--- src/rtl/uart_cmd_rx_if.sv ---
// Command-receiver signal bundle: serial line and enable in, accepted command and error status out.
interface uart_cmd_rx_if #(
  parameter int unsigned ANGLE_FIXED_LEN = 16
);
  logic                       enable_i;
  logic                       rx_i;
  logic [ANGLE_FIXED_LEN-1:0] angle_demanded_o;
  logic [1:0]                 mode_o;
  logic                       cmd_valid_o;
  logic                       err_o;
  logic [1:0]                 err_code_o;
  logic [7:0]                 err_cnt_o;

  modport master (
    output enable_i, rx_i,
    input  angle_demanded_o, mode_o, cmd_valid_o, err_o, err_code_o, err_cnt_o
  );

  modport slave (
    input  enable_i, rx_i,
    output angle_demanded_o, mode_o, cmd_valid_o, err_o, err_code_o, err_cnt_o
  );
endinterface

--- src/rtl/uart_cmd_rx.sv ---
// 8N1 UART command receiver: deserialises bytes and validates 5-byte A5/CMD/DHI/DLO/CHK
// packets into a demanded angle and mode, reporting framing, checksum, command and timeout errors.
module uart_cmd_rx #(
  parameter int unsigned CLK_FREQ_HZ     = 50_000_000,
  parameter int unsigned SPEED           = 230_400,
  parameter int unsigned ANGLE_FIXED_LEN = 16,
  parameter int unsigned TIMEOUT_BITS    = 20
) (
  input  logic        clk_i,
  input  logic        reset_i,
  uart_cmd_rx_if.slave bus
);

  localparam int unsigned DIV  = CLK_FREQ_HZ / SPEED;
  localparam int unsigned HALF = DIV / 2;
  localparam int unsigned TMO  = TIMEOUT_BITS * DIV;
  localparam int unsigned BW   = $clog2(DIV + 1);
  localparam int unsigned TW   = $clog2(TMO + 1);

  localparam logic [7:0] HDR_BYTE  = 8'hA5;
  localparam logic [7:0] CMD_ANGLE = 8'h01;
  localparam logic [7:0] CMD_MODE  = 8'h02;

  typedef enum logic [2:0] {B_IDLE, B_START, B_DATA, B_STOP, B_BRK} byte_state_t;
  typedef enum logic [2:0] {P_HDR, P_CMD, P_DHI, P_DLO, P_CHK} pkt_state_t;

  logic rx_meta, rxs;

  byte_state_t byte_state, byte_nxt;
  logic [BW-1:0] baud_cnt;
  logic [2:0]    bit_cnt;
  logic [7:0]    shift;
  logic          byte_valid, frame_err;
  logic          baud_clr_c, shift_en_c, stop_ok_c, stop_bad_c;

  pkt_state_t  pkt_state, pkt_nxt;
  logic [7:0]  cmd_q, dhi_q, dlo_q;
  logic [TW-1:0] tmo_cnt;
  logic        tmo_hit_c;
  logic        st_cmd_c, st_dhi_c, st_dlo_c, ang_ld_c, mode_ld_c, err_c;
  logic [1:0]  code_c;

  logic [ANGLE_FIXED_LEN-1:0] angle_q;
  logic [1:0]  mode_q, err_code_q;
  logic        cmd_valid_q, err_q;
  logic [7:0]  err_cnt_q;

  always_ff @(posedge clk_i or posedge reset_i) begin
    if (reset_i) begin
      rx_meta <= 1'b1;
      rxs     <= 1'b1;
    end else begin
      rx_meta <= bus.rx_i;
      rxs     <= rx_meta;
    end
  end

  // Byte deserialiser: mid-bit sampling timed from the synchronised start edge
  always_ff @(posedge clk_i or posedge reset_i) begin
    if (reset_i) byte_state <= B_IDLE;
    else         byte_state <= byte_nxt;
  end

  always_comb begin
    byte_nxt   = byte_state;
    baud_clr_c = 1'b0;
    shift_en_c = 1'b0;
    stop_ok_c  = 1'b0;
    stop_bad_c = 1'b0;
    unique case (byte_state)
      B_IDLE: if (!rxs) begin
        baud_clr_c = 1'b1;
        byte_nxt   = B_START;
      end
      B_START: if (baud_cnt == BW'(HALF - 1)) begin
        baud_clr_c = 1'b1;
        byte_nxt   = rxs ? B_IDLE : B_DATA;
      end
      B_DATA: if (baud_cnt == BW'(DIV - 1)) begin
        baud_clr_c = 1'b1;
        shift_en_c = 1'b1;
        if (bit_cnt == 3'd7) byte_nxt = B_STOP;
      end
      B_STOP: if (baud_cnt == BW'(DIV - 1)) begin
        baud_clr_c = 1'b1;
        if (rxs) begin
          stop_ok_c = 1'b1;
          byte_nxt  = B_IDLE;
        end else begin
          stop_bad_c = 1'b1;
          byte_nxt   = B_BRK;
        end
      end
      B_BRK: if (rxs) byte_nxt = B_IDLE;
      default: byte_nxt = B_IDLE;
    endcase
  end

  always_ff @(posedge clk_i or posedge reset_i) begin
    if (reset_i) begin
      baud_cnt   <= '0;
      bit_cnt    <= '0;
      shift      <= '0;
      byte_valid <= 1'b0;
      frame_err  <= 1'b0;
    end else begin
      baud_cnt   <= baud_clr_c ? '0 : baud_cnt + BW'(1);
      if (byte_state == B_IDLE) bit_cnt <= '0;
      else if (shift_en_c)      bit_cnt <= bit_cnt + 3'd1;
      if (shift_en_c) shift <= {rxs, shift[7:1]};
      byte_valid <= stop_ok_c;
      frame_err  <= stop_bad_c;
    end
  end

  // Packet parser; framing beats byte arrival beats timeout
  assign tmo_hit_c = (pkt_state != P_HDR) && (tmo_cnt == TW'(TMO - 1));

  always_ff @(posedge clk_i or posedge reset_i) begin
    if (reset_i) pkt_state <= P_HDR;
    else         pkt_state <= pkt_nxt;
  end

  always_comb begin
    pkt_nxt   = pkt_state;
    st_cmd_c  = 1'b0;
    st_dhi_c  = 1'b0;
    st_dlo_c  = 1'b0;
    ang_ld_c  = 1'b0;
    mode_ld_c = 1'b0;
    err_c     = 1'b0;
    code_c    = 2'd0;
    if (frame_err) begin
      err_c   = 1'b1;
      code_c  = 2'd1;
      pkt_nxt = P_HDR;
    end else if (byte_valid) begin
      if (!bus.enable_i) begin
        pkt_nxt = P_HDR;
      end else begin
        unique case (pkt_state)
          P_HDR: if (shift == HDR_BYTE) pkt_nxt = P_CMD;
          P_CMD: begin st_cmd_c = 1'b1; pkt_nxt = P_DHI; end
          P_DHI: begin st_dhi_c = 1'b1; pkt_nxt = P_DLO; end
          P_DLO: begin st_dlo_c = 1'b1; pkt_nxt = P_CHK; end
          P_CHK: begin
            pkt_nxt = P_HDR;
            if (shift != (cmd_q ^ dhi_q ^ dlo_q)) begin
              err_c  = 1'b1;
              code_c = 2'd2;
            end else if (cmd_q == CMD_ANGLE) begin
              ang_ld_c = 1'b1;
            end else if (cmd_q == CMD_MODE) begin
              mode_ld_c = 1'b1;
            end else begin
              err_c  = 1'b1;
              code_c = 2'd0;
            end
          end
          default: pkt_nxt = P_HDR;
        endcase
      end
    end else if (tmo_hit_c) begin
      err_c   = 1'b1;
      code_c  = 2'd3;
      pkt_nxt = P_HDR;
    end
  end

  always_ff @(posedge clk_i or posedge reset_i) begin
    if (reset_i) begin
      cmd_q       <= '0;
      dhi_q       <= '0;
      dlo_q       <= '0;
      tmo_cnt     <= '0;
      angle_q     <= '0;
      mode_q      <= '0;
      cmd_valid_q <= 1'b0;
      err_q       <= 1'b0;
      err_code_q  <= '0;
      err_cnt_q   <= '0;
    end else begin
      if (st_cmd_c) cmd_q <= shift;
      if (st_dhi_c) dhi_q <= shift;
      if (st_dlo_c) dlo_q <= shift;
      if (pkt_state == P_HDR || byte_valid) tmo_cnt <= '0;
      else                                  tmo_cnt <= tmo_cnt + TW'(1);
      if (ang_ld_c)  angle_q <= ANGLE_FIXED_LEN'({dhi_q, dlo_q});
      if (mode_ld_c) mode_q  <= dlo_q[1:0];
      cmd_valid_q <= ang_ld_c | mode_ld_c;
      err_q       <= err_c;
      err_code_q  <= code_c;
      if (err_c && err_cnt_q != 8'hFF) err_cnt_q <= err_cnt_q + 8'd1;
    end
  end

  assign bus.angle_demanded_o = angle_q;
  assign bus.mode_o           = mode_q;
  assign bus.cmd_valid_o      = cmd_valid_q;
  assign bus.err_o            = err_q;
  assign bus.err_code_o       = err_code_q;
  assign bus.err_cnt_o        = err_cnt_q;

endmodule
--- src/flat_wrapper.sv ---
// flat-port wrapper written by rule: the top's interface ports become plain ports
module uart_cmd_rx_flat 
#(
  parameter int unsigned CLK_FREQ_HZ     = 50_000_000,
  parameter int unsigned SPEED           = 230_400,
  parameter int unsigned ANGLE_FIXED_LEN = 16,
  parameter int unsigned TIMEOUT_BITS    = 20
)
  (clk_i, reset_i, bus_enable_i, bus_rx_i, bus_angle_demanded_o, bus_mode_o, bus_cmd_valid_o, bus_err_o, bus_err_code_o, bus_err_cnt_o);
  uart_cmd_rx_if #(.ANGLE_FIXED_LEN(ANGLE_FIXED_LEN)) bus_i ();
  input  logic clk_i;
  input  logic reset_i;
  input wire logic [$bits(bus_i.enable_i)-1:0] bus_enable_i;
  input wire logic [$bits(bus_i.rx_i)-1:0] bus_rx_i;
  output wire logic [$bits(bus_i.angle_demanded_o)-1:0] bus_angle_demanded_o;
  output wire logic [$bits(bus_i.mode_o)-1:0] bus_mode_o;
  output wire logic [$bits(bus_i.cmd_valid_o)-1:0] bus_cmd_valid_o;
  output wire logic [$bits(bus_i.err_o)-1:0] bus_err_o;
  output wire logic [$bits(bus_i.err_code_o)-1:0] bus_err_code_o;
  output wire logic [$bits(bus_i.err_cnt_o)-1:0] bus_err_cnt_o;
  assign bus_i.enable_i = bus_enable_i;
  assign bus_i.rx_i = bus_rx_i;
  assign bus_angle_demanded_o = bus_i.angle_demanded_o;
  assign bus_mode_o = bus_i.mode_o;
  assign bus_cmd_valid_o = bus_i.cmd_valid_o;
  assign bus_err_o = bus_i.err_o;
  assign bus_err_code_o = bus_i.err_code_o;
  assign bus_err_cnt_o = bus_i.err_cnt_o;
  uart_cmd_rx #(.CLK_FREQ_HZ(CLK_FREQ_HZ), .SPEED(SPEED), .ANGLE_FIXED_LEN(ANGLE_FIXED_LEN), .TIMEOUT_BITS(TIMEOUT_BITS)) u_core (.clk_i(clk_i), .reset_i(reset_i), .bus(bus_i));
endmodule
--- config.mk ---
export PLATFORM = sky130hd
export DESIGN_NAME = uart_cmd_rx_flat
export DESIGN_NICKNAME = d
export VERILOG_FILES = /design/src/rtl/uart_cmd_rx_if.sv /design/src/rtl/uart_cmd_rx.sv /design/src/flat_wrapper.sv
export SDC_FILE = /design/constraint.sdc
export NUM_CORES = 1
export LEC_CHECK = 0
export ABC_AREA = 1
export CORE_UTILIZATION = 50
export DETAILED_ROUTE_END_ITERATION = 16
export DONT_BUFFER_PORTS = 1
export SYNTH_ARGS = -nofsm -noshare
export SYNTH_HDL_FRONTEND = slang
export SYNTH_SLANG_ARGS = --single-unit
--- constraint.sdc ---
create_clock -name clk_i -period 4 [get_ports clk_i]
set_input_delay 0.6 -clock clk_i [delete_from_list [all_inputs] [get_ports clk_i]]
set_output_delay 0.6 -clock clk_i [all_outputs]
set_load 0.02 [all_outputs]
### After elaboration in Yosys (flattened, before gate mapping)

Index checks and enable logic that the tools add are counted.

| operators by class | value |
|---|---|
| add/subtract/negate cells | 4 |
| equal/unequal tests | 24 |
| muxes and demuxes | 68 |
| bitwise operators | 3 |
| reduce and logical (&&, ||, !) cells | 11 |

Operators with widths:

| kind | number |
|---|---|
| $mux 1 | 42 |
| $mux 3 | 14 |
| $add 8x1->8 const B | 2 |
| $eq 8x8->1 const B | 2 |
| $xor 8x8->8 | 2 |
| $pmux 3 s5 | 1 |
| $mux 2 | 7 |
| $add 13x1->13 const B | 1 |
| $eq 13x13->1 const B | 1 |
| $mux 13 | 1 |
| $eq 3x2->1 const B | 4 |
| $pmux 3 s4 | 1 |
| $ne 2x1->1 const B | 5 |
| $eq 3x3->1 const B | 3 |
| $eq 8x1->1 const B | 1 |
| $eq 8x2->1 const B | 1 |
| $eq 8x7->1 const B | 1 |
| $mux 8 | 1 |
| $ne 8x8->1 | 1 |
| $ne 8x8->1 const B | 1 |
| $eq 3x1->1 const B | 2 |
| $logic_not 3->1 | 2 |
| $reduce_and 6->1 | 1 |
| $reduce_bool 3->1 | 2 |
| 10 further kinds | 11 |

| storage, ports and cells | value |
|---|---|
| register bits after elaboration | 96 |
| input port bits | 4 |
| output and inout port bits | 30 |
| logic and storage cells | 129 |

### Depth between registers and ports, before layout

Gate-level depths: netlist of run 1.

| depth | value |
|---|---|
| depth in word-level cells | 9 |
| depth in mapped cells | 14 |
| gate-level depth less buffers | 14 |

### Worst setup path after synthesis of run 1

No wires, ideal clock.

| timing path | value |
|---|---|
| path type | in2reg |
| from | input bus_enable_i |
| to | register u_core.angle_q[13], in the netlist u_core.bus.angle_demanded_o[13] |
| setup time | 0.118 ns |
| data arrival time | 1.526 ns |
| required time | 3.882 ns |
| slack | 2.356 ns |
| cell stages on the path | 8 |
| buffers on the path | 1 |
| path through | inv_1 > nor2_1 > inv_1 > nor3_1 > nand3_4 > buf_6 > nand2_1 > o21ai_2 |

| between the ends | value |
|---|---|
| longest elaborated chain between the ends | 3 |

Ends and longest elaborated chain:

| what | line | RTL |
|---|---|---|
| from (decl) | flat_wrapper.sv:13 | `input wire logic [$bits(bus_i.enable_i)-1:0] bus_enable_i;` |
| $mux 1 | uart_cmd_rx.sv:138 | `if (!bus.enable_i) begin` |
| $mux 1 | uart_cmd_rx.sv:137 | `end else if (byte_valid) begin` |
| $mux 1 | uart_cmd_rx.sv:133 | `if (frame_err) begin` |
| to (signal assigned) | uart_cmd_rx.sv:188 | `if (ang_ld_c) angle_q <= ANGLE_FIXED_LEN'({dhi_q, dlo_q});` |
| to (decl) | uart_cmd_rx.sv:43 | `logic [ANGLE_FIXED_LEN-1:0] angle_q;` |

Every way passes these cells.
A chain may end at the register's enable or synchronous reset.

### Final worst setup path of run 1

| timing path | value |
|---|---|
| from | register u_core.baud_cnt[0] |
| to | register u_core.bit_cnt[0] |

| between the ends | value |
|---|---|
| longest elaborated chain between the ends | 4 |

Ends and longest elaborated chain:

| what | line | RTL |
|---|---|---|
| from (decl) | uart_cmd_rx.sv:30 | `logic [BW-1:0] baud_cnt;` |
| from (signal assigned) | uart_cmd_rx.sv:107 | `baud_cnt <= baud_clr_c ? '0 : baud_cnt + BW'(1);` |
| $eq 8x8->1 | uart_cmd_rx.sv:79 | `B_DATA: if (baud_cnt == BW'(DIV - 1)) begin` |
| $mux 1 | uart_cmd_rx.sv:79 |  |
| $mux 1 | uart_cmd_rx.sv:70 | `unique case (byte_state)` |
| $reduce_bool 2->1 (no source line) | n/a |  |
| to (signal assigned) | uart_cmd_rx.sv:109 | `else if (shift_en_c) bit_cnt <= bit_cnt + 3'd1;` |
| to (decl) | uart_cmd_rx.sv:31 | `logic [2:0] bit_cnt;` |

Every way passes these cells.

==> results of run 1 <==
## worst max-delay path, delay by kind of cell, from the launching register on
kind | cells | cell delay, ps
flops | 1 | 410
buf+inv | 1 | 80
fa+ha+maj | 1 | 140
simple gates | 3 | 870
compound gates | 2 | 440
## worst min-delay path by stage
stage	slack [ps]	startpoint	endpoint	depth (start not counted)
floorplan	350	u_core.rx_meta	u_core.rxs	0
global placement	350	u_core.rx_meta	u_core.rxs	0
detailed placement	350	u_core.rx_meta	u_core.rxs	0
CTS	220	bus_rx_i	u_core.rx_meta	0
global route	210	bus_rx_i	u_core.rx_meta	0
finish	230	bus_rx_i	u_core.rx_meta	0
## cell usage in the layout, fill, tap and decap left out, drive strengths merged
cell type / count
a211oi: 1
a21oi: 9
buf: 1
bufinv: 1
clkbuf: 10
clkinv: 2
clkinvlp: 2
dfrtp: 94
dfstp: 2
ha: 6
inv: 78
nand2: 158
nand3: 32
nand4: 8
nor2: 40
nor3: 18
nor3b: 6
nor4: 1
o21ai: 62
o21bai: 1
o221ai: 1
o31ai: 1
or2: 3
xnor2: 10
xor2: 11
## stage by stage
stage	util [%]	instance area, um^2	cells
after floorplan	-	4660	551
after global placement	53.5	4740	650
after detailed placement	53.5	4740	650
after CTS	55.9	4940	666
after global routing	55.9	4940	666
final	55.9	4940	666
## registers in the layout, summed over array words and instances (netlist names), 2 cells and up
register / flops
u_core.tmo_cnt: 13
u_core.bus.angle_demanded_o: 16
u_core.bus.err_cnt_o: 8
u_core.dlo_q: 8
u_core.cmd_q: 8
u_core.shift: 8
u_core.byte_state: 3
u_core.bus.mode_o: 2
u_core.bus.err_code_o: 2
u_core.bit_cnt: 3
u_core.pkt_state: 3
u_core.baud_cnt: 8
u_core.dhi_q: 8
## area by class of cell
type	instances	area [um^2]	share of cell area [%]
clock inverters	6	67.6	1.37
well taps	108	135	2.73
repair buffers	1	7.51	0.152
clock buffers	10	138	2.78
inverters	77	292	5.90
flip-flops and latches	96	2400	48.7
multi-input cells	368	1900	38.4
## power by group
| part | internal [mW] | switching (mW) | total [mW] |
|---|---|---|---|
| registers | 0.991 | 0.0161 | 1.01 |
| clock network | 0.308 | 0.350 | 0.659 |
| logic | 0.0273 | 0.0513 | 0.0786 |
## layer usage
metal / GRT usage, % / wire, um / vias up / share of wire (%)
met5: 0 / 0 / - / 0
met3: 4.40 / 332 / 13 / 3.9
met2: 31.1 / 3930 / 69 / 46
met1: 26.5 / 4170 / 1593 / 49
li1: - / - / 1747 / -
met4: 7.92 / 133 / 0 / 1.6
## cells by family after synthesis
group | synth area share (%)
simple gates | 25.5
flops | 51.6
buf+inv | 7.60
compound gates | 9.70
xor+xnor | 3.95
fa+ha+maj | 1.61
==> metrics.txt, run 1 <==
synth top area cells dfrtp_1 51%, nand2_1 12%, inv_1 5.9%; Distinct cells, synth 32; sequential area share after synthesis between 50% and 60%; Max Clock Freq about 480 MHz; number of port buffers 0; TNS Setup 0 ps; core footprint roughly 8800 um^2; Data required, critical path 4220 ps; share of layout cells above drive strength 1 under 10%; Leakage between 2 and 2.5 nW; Clk Latency, worst-skew pair 370 ps; Initial Util between 50% and 60%; period utilization 51.8%; Post-CTS Setup Bufs 0; Critical Path AT roughly 2300 ps; drt pass-1 iters 14; EDFF count, synth 0; WS Path Type flip-flop to flip-flop; TritonCTS clock tree yes; R2R depth 7; CP Cell Sequence inv_1 > ha_1 > nand3_1 > nor3_4 > nand3_1 > o21ai_0 > a21oi_1; initial antenna violation count 0; CTS clk-pin slew, worst paths approximately 90 ps; GR Util All Layers between 10% and 20%; Cell Area, Synth between 4000 and 5000 um^2; total power about 1.7 mW; Setup crit start u_core.baud_cnt[0]; Die Wd 98.5 um; vias per inst 5.14; Setup crit end kind flip-flop; H-Tree Depth 3; worst vdd ir about 0.23 mV; RR Endpoint u_core.bit_cnt[0]; pwr dens 353 nW/um^2; status finished with violations; initial DRC count 143; Die ar. 9700 um^2; pin count of the biggest net entering global routing 83; Antenna Violating Nets Remaining 0; filler cell count ~840; failing checks DRC; Detailed Route WL 8560 um; asr flop ratio synth 100%; Synth top area share about half; post-place setup slack between 1500 and 2000 ps; flops & latches, synth 96; Worst Setup EP u_core.bit_cnt[0]; Via Count between 3000 and 4000; row cnt 34; Crit Path Max Fanout 22; Yosys top cell by area dfrtp_1; most numerous cell in the Yosys netlist nand2_1; Mapped Cells ~550; Hold Fails Final Rpt 0; r2r startpoint u_core.baud_cnt[0]; Tmin final 2070 ps; Setup WS post-layout approximately 1900 ps; Clock Tree Buf Depth 2; vias in the first global route 3259; critical path's most frequent cell nand3_1; Final Skew between 10 and 15 ps; max-slew violations 0; detailed-route wire length per cell between 10 and 15 um; Synth Flop Type dfrtp_1; syn_nets approximately 560; Worst-Margin Slew ~990 ps; synth cell count leaders 154 x nand2_1, 94 x dfrtp_1, 73 x inv_1, 46 x o21ai_0, 40 x nor2_1; RSZ-0062 raised after global routing no; R2R setup slack ~1900 ps; Avg Synthesized Cell Area 8.45 um^2; crit start category flip-flop; io pins 34; Die Y-Extent 98.5 um; dpl hpwl 6010 um; Antenna Cells 0; # Max-Cap Violations 0; CTS sink cnt 96; area delta synth->final 6.13%; GRT Residual Overflow 0; # hold bufs at CTS 0; NumNets Final 563; type of the most critical hold path primary input to flip-flop; WHS ~230 ps; post_cts resized 0; YS warnings 0; CP max stage cell nand3_1; Placer Congestion approximately 0.8; final number of setup-violating endpoints 0; first-pass GRT wire length around 15000 um; Critical Path Max Stage Delay ~520 ps; Slew HR between 30% and 40%; CTS root buf clkbuf_8; DRC violations left 4; cts bufs inserted 9
Note: power is estimated with default switching activity, not from simulation.
==> inputs of run 2 (changes only) <==
==> constraint.sdc (replaced) <==
create_clock -name clk_i -period 2.1 [get_ports clk_i]
set_input_delay 0.315 -clock clk_i [delete_from_list [all_inputs] [get_ports clk_i]]
set_output_delay 0.315 -clock clk_i [all_outputs]
set_load 0.02 [all_outputs]
==> run 2 against run 1 <==
The run still ends with DRC left. Sequential share of layout area is 0.93 points lower. Non-clock buffer count is 9 higher. Register-to-register slack worse by 1600 ps. First-iteration DRC count is 20% higher. Global-route usage is 0.43 points lower. Sequential power is 90% higher. Flip-flop and latch count stayed put. Combinational power is 100% higher. Core utilization is 1.1 points higher. Hold slack worse by 69 ps. Highest routed layer unchanged. Worst setup slack worse by 1600 ps.
==> metrics.txt, run 2 (same netlist as run 1, synthesis figures left out) <==
NumNets Final 573 (+1.8%); Slew HR 61.8% (+28 points); Hold Fails Final Rpt 0 (unchanged); Crit Path Max Fanout 9 (-59%); routed length on met3 463 um (+39%); worst min-delay path startpoint bus_enable_i; area delta synth->final 8.19%; Final Skew 15.7 ps (+4.41 ps); GRT Residual Overflow 0 (unchanged); dpl hpwl 6170 um (+2.8%); WS Path Type flip-flop to flip-flop; period utilization 86.5% (+35 points); Clock Tree Buf Depth 2 (unchanged); Tmin final 1820 ps (-256 ps); met2 WL post-DR 3930 um (about the same); Setup crit end kind flip-flop; final number of setup-violating endpoints 0 (unchanged); GR Util All Layers 19.3% (-0.43 points); drt pass-1 iters 14 (unchanged); io pins 34 (unchanged); # Max-Cap Violations 0 (unchanged); CTS sink cnt 96 (unchanged); metal1 wirelength 4200 um (+0.84%); Worst-Margin Slew 572 ps (-420 ps); pin count of the biggest net entering global routing 57 (-31%); Critical Path AT 2110 ps (-180 ps); r2r startpoint u_core.bus.err_cnt_o[0]; Initial Util 52.6% (unchanged); Clk Latency, worst-skew pair 360 ps (about the same); Placer Congestion 0.858 (+6.8%); H-Tree Depth 3 (unchanged); Detailed Route WL 8710 um (+1.7%); vias in the first global route 3158 (-3.1%); Post-CTS Setup Bufs 0 (unchanged); row cnt 34 (unchanged); initial antenna violation count 0 (unchanged); Setup crit start u_core.bus.err_cnt_o[0]; Leakage 2.41 nW (+1.6%); Max Clock Freq 550 MHz (+14%); commonest non-fill, non-tap cell in the layout nand2_1; pwr dens 651 nW/um^2 (+84%); core footprint 8850 um^2 (unchanged); first-pass GRT wire length 14800 um (-1.4%); failing checks DRC; most frequent cells in the layout 154 x nand2_1, 94 x dfrtp_1, 72 x inv_1; vias per inst 5.14 (about the same); worst vdd ir 0.264 mV (+14%); final instance area 5040 um^2 (+1.9%); Data required, critical path 2390 ps (-1830 ps); Antenna Violating Nets Remaining 0 (unchanged); max-slew violations 0 (unchanged); Area after DPL 4800 um^2 (+1.4%); highest routed metal layer met4; Antenna Cells 0 (unchanged); CTS root buf clkbuf_8; DRC violations left 4 (unchanged); initial DRC count 172 (+20%); Die Wd 98.5 um (unchanged); crit start category flip-flop; detailed-route wire length per cell 12.9 um (+0.20%); CTS clk-pin slew, worst paths 90 ps (about the same); Via Count 3472 (+1.5%); Largest register FFs 16 (unchanged); Die ar. 9700 um^2 (unchanged); TNS Setup 0 ps (unchanged); type of the most critical hold path primary input to flip-flop; cts bufs inserted 9 (unchanged); share of layout cells above drive strength 1 10.7% (+1.2 points); status finished with violations; number of port buffers 0 (unchanged); TritonCTS clock tree yes; Die Y-Extent 98.5 um (unchanged); RSZ-0062 raised after global routing no
==> run 2: timing repair <==
item / CTS / global route
endpoints found under the setup margin: 0 / 16
hold buffers: 2 / 0
resized for setup: 0 / 2
endpoints found under the hold margin: 22 / 0
==> run 2: area by class of cell <==
class	instances	area, um^2
fillers	797	3810
flip-flops and latches	96	2400
multi-input cells	369	1920
inverters	77	293
well taps	108	135
clock buffers	10	128
repair buffers	10	92.6
clock inverters	6	67.6
==> run 2: worst max-delay path, stage by stage, from the launching register on <==
cell and delay [ps]:
dfrtp_1 530, ha_1 270, nand3_1 90, nor2_1 170
nand3_1 330, nand2_4 240, nand2_1 60, nand2_1 60
==> run 2: worst paths after layout <==
| path | slack [ps] | to | cells after the start |
|---|---|---|---|
| setup / recovery | 280 | u_core.bus.err_cnt_o[0] | 7 |
| hold / removal | 160 | u_core.pkt_state[2] | 2 |
| setup reg to reg | 280 | u_core.bus.err_cnt_o[0] | 7 |
| hold reg to reg | 360 | u_core.rxs | 0 |
| max in group asynchronous | 960 | u_core.shift[0] | 3 |
| min in group asynchronous | 490 | u_core.bus.err_cnt_o[5] | 2 |
==> run 2: power by group <==
group	total [mW]	leakage (nW)	switching, mW	internal (mW)
registers	1.92	1.29	0.0289	1.89
logic	0.160	1.02	0.101	0.0585
clock network	1.20	0.0929	0.647	0.555
total	3.28	2.41	0.777	2.50
==> run 2: stage by stage <==
step	hold WS, ps	instances	util (%)	total power, mW	setup WS, ps
6_report	161	676	56.9	3.28	283
5_1_grt	170	676	56.9	3.42	81.3
4_1_cts	154	675	56.7	3.32	162
3_5_place_dp	271	657	54.3	2.11	174
3_3_place_gp	270	657	54.3	2.10	228
2_1_floorplan	319	551	-	2.07	528
==> run 2: layer usage <==
layer	vias to the layer above	GRT usage (%)
li1	1773	-
met4	0	6.89
met5	-	0
met3	8	4.40
met1	1611	26.3
met2	80	30.3
==> inputs of run 3 (changes only) <==
--- a/config.mk
+++ b/config.mk
@@ -9,6 +9,7 @@
 export CORE_UTILIZATION = 50
 export DETAILED_ROUTE_END_ITERATION = 16
 export DONT_BUFFER_PORTS = 1
+export PLACE_DENSITY = 0.72
 export SYNTH_ARGS = -nofsm -noshare
 export SYNTH_HDL_FRONTEND = slang
 export SYNTH_SLANG_ARGS = --single-unit
==> run 3 against run 2 <==
The run still ends with DRC left. Non-clock buffer count decreased by 2. Register-to-register slack worse by 60 ps. Sequential share of layout area increased by 0.095 points. Combinational power barely moved. Critical path depth is 2 higher. Worst setup slack got worse by 59 ps. Die area stayed put. Cell area fell by 0.20%. Clock power is 3% lower. First-iteration DRC count is 4.1% lower. Clock-buffer cell count did not move.
==> metrics.txt, run 3 (same netlist as run 1, synthesis figures left out) <==
status finished with violations; failing checks DRC; # Max-Cap Violations 0 (unchanged); Tmin final 1880 ps (+59.3 ps); Clk Latency, worst-skew pair 350 ps (about the same); Leakage 2.40 nW (about the same); pin count of the biggest net entering global routing 37 (-35%); WHS 185 ps (+23.9 ps); Slew HR 53.5% (-8.3 points); io pins 34 (unchanged); initial DRC count 165 (-4.1%); TNS Setup 0 ps (unchanged); area delta synth->final 7.98%; DRC violations left 4 (unchanged); Max Clock Freq 533 MHz (-3.2%); Die Y-Extent 98.5 um (unchanged); number of port buffers 0 (unchanged); Post-CTS Setup Bufs 0 (unchanged); Crit Path Max Fanout 10 (+1); Data required, critical path 2390 ps (about the same); CTS sink cnt 96 (unchanged); drt pass-1 iters 11 (-3); Detailed Route WL 8680 um (-0.38%); TritonCTS clock tree yes; Critical Path Max Stage Delay 430 ps (-100 ps); RSZ-0062 raised after global routing no; first-pass GRT wire length 14700 um (-0.89%); NumNets Final 571 (-0.35%); CTS root buf clkbuf_8; CP Cell Sequence inv_1 > nand4_1 > nor2_1 > nor2_1 > nor2_1 > nand2_4 > nand2_4 > nand2_1 > nand2_1; Setup crit end kind flip-flop; Hold Fails Final Rpt 0 (unchanged); Antenna Violating Nets Remaining 0 (unchanged); R2R setup slack 220 ps (-60 ps); vias in the first global route 3253 (+3.0%); H-Tree Depth 3 (unchanged); worst vdd ir 0.361 mV (+37%); Largest register FFs 16 (unchanged); critical path's most frequent cell nor2_1; post-layout util 56.8% (-0.11 points); dpl hpwl 6130 um (-0.79%); most frequent cells in the layout 154 x nand2_1, 94 x dfrtp_1, 72 x inv_1; total power 3.23 mW (-1.3%); Worst-Margin Slew 696 ps (+124 ps); CTS clk-pin slew, worst paths 90 ps (about the same); Critical Path AT 2170 ps (+60 ps); Via Count 3507 (+1.0%); Die Wd 98.5 um (unchanged); filler cell count 832 (+4.4%); core footprint 8850 um^2 (unchanged); GRT Residual Overflow 0 (unchanged); row cnt 34 (unchanged); detailed-route wire length per cell 12.9 um (about the same); max-slew violations 0 (unchanged); Placer Congestion 0.833 (-2.9%); initial antenna violation count 0 (unchanged); period utilization 89.4% (+2.8 points); Die ar. 9700 um^2 (unchanged); WS Path Type flip-flop to flip-flop; commonest non-fill, non-tap cell in the layout nand2_1; crit start category flip-flop; Clock Tree Buf Depth 2 (unchanged); CP max stage cell dfrtp_1; Final Skew 10.9 ps (-4.81 ps); cts bufs inserted 9 (unchanged); pwr dens 643 nW/um^2 (-1.2%); type of the most critical hold path primary input to flip-flop; GR Util All Layers 19.0% (-0.22 points); vias per inst 5.21 (+1.5%); final number of setup-violating endpoints 0 (unchanged); share of layout cells above drive strength 1 10.3% (-0.47 points); Antenna Cells 0 (unchanged); Initial Util 52.6% (unchanged)
==> run 3: report_power, final <==
group          internal, mW  switching [mW]  total, mW
combinational        0.0614          0.0998      0.161
sequential             1.89          0.0281       1.91
clock                 0.547           0.610       1.16
==> run 3: path summary, 6_finish.rpt <==
kind                                  from                              end  cells past startpoint
max in group asynchronous          reset_i  u_core.bus.angle_demanded_o[10]                      3
setup / recovery           u_core.cmd_q[4]          u_core.bus.err_cnt_o[1]                      9
hold reg to reg             u_core.rx_meta                       u_core.rxs                      0
hold / removal                bus_enable_i              u_core.pkt_state[2]                      2
min in group asynchronous          reset_i                  u_core.cmd_q[5]                      2
setup reg to reg           u_core.cmd_q[4]          u_core.bus.err_cnt_o[1]                      9
==> run 3: repair_timing <==
action                                  4_1_cts  5_1_grt
hold endpoints to repair                     27        0
resized for setup                             0        2
hold buffers                                  2        0
endpoints found under the setup margin        0       15
==> run 3: per-layer routing <==
metal  global-route usage, %  vias up  routed length [um]
met3                    3.12       12                 360
li1                        -     1769                   -
met1                    24.0     1632                3980
met2                    32.6       94                4190
met4                    8.15        0                 139
met5                       0        -                   0
==> run 3: stage by stage <==
stage | setup slack (ps) | std cells | instance area [um^2]
detailed placement | 172 | 655 | 4800
global route | 47.8 | 673 | 5030
CTS | 148 | 672 | 5010
finish | 223 | 673 | 5030
floorplan | 528 | 551 | 4660
global placement | 257 | 655 | 4800
==> run 3: cell type report <==
class / count / area, um^2 / area share (%)
Timing Repair Buffer: 8 / 90.1 / 1.79
Clock buffer: 10 / 128 / 2.54
Sequential cell: 96 / 2400 / 47.8
Multi-Input combinational cell: 369 / 1920 / 38.2
Tap cell: 108 / 135 / 2.69
Inverter: 77 / 293 / 5.82
Clock inverter: 5 / 57.6 / 1.14
==> run 3: worst max-delay path: cells and delay by family (launching register included) <==
family                 cells  cell delay (ps)
AND/OR/NAND/NOR            8             1310
buffers and inverters      1               90
flip-flops                 1              430
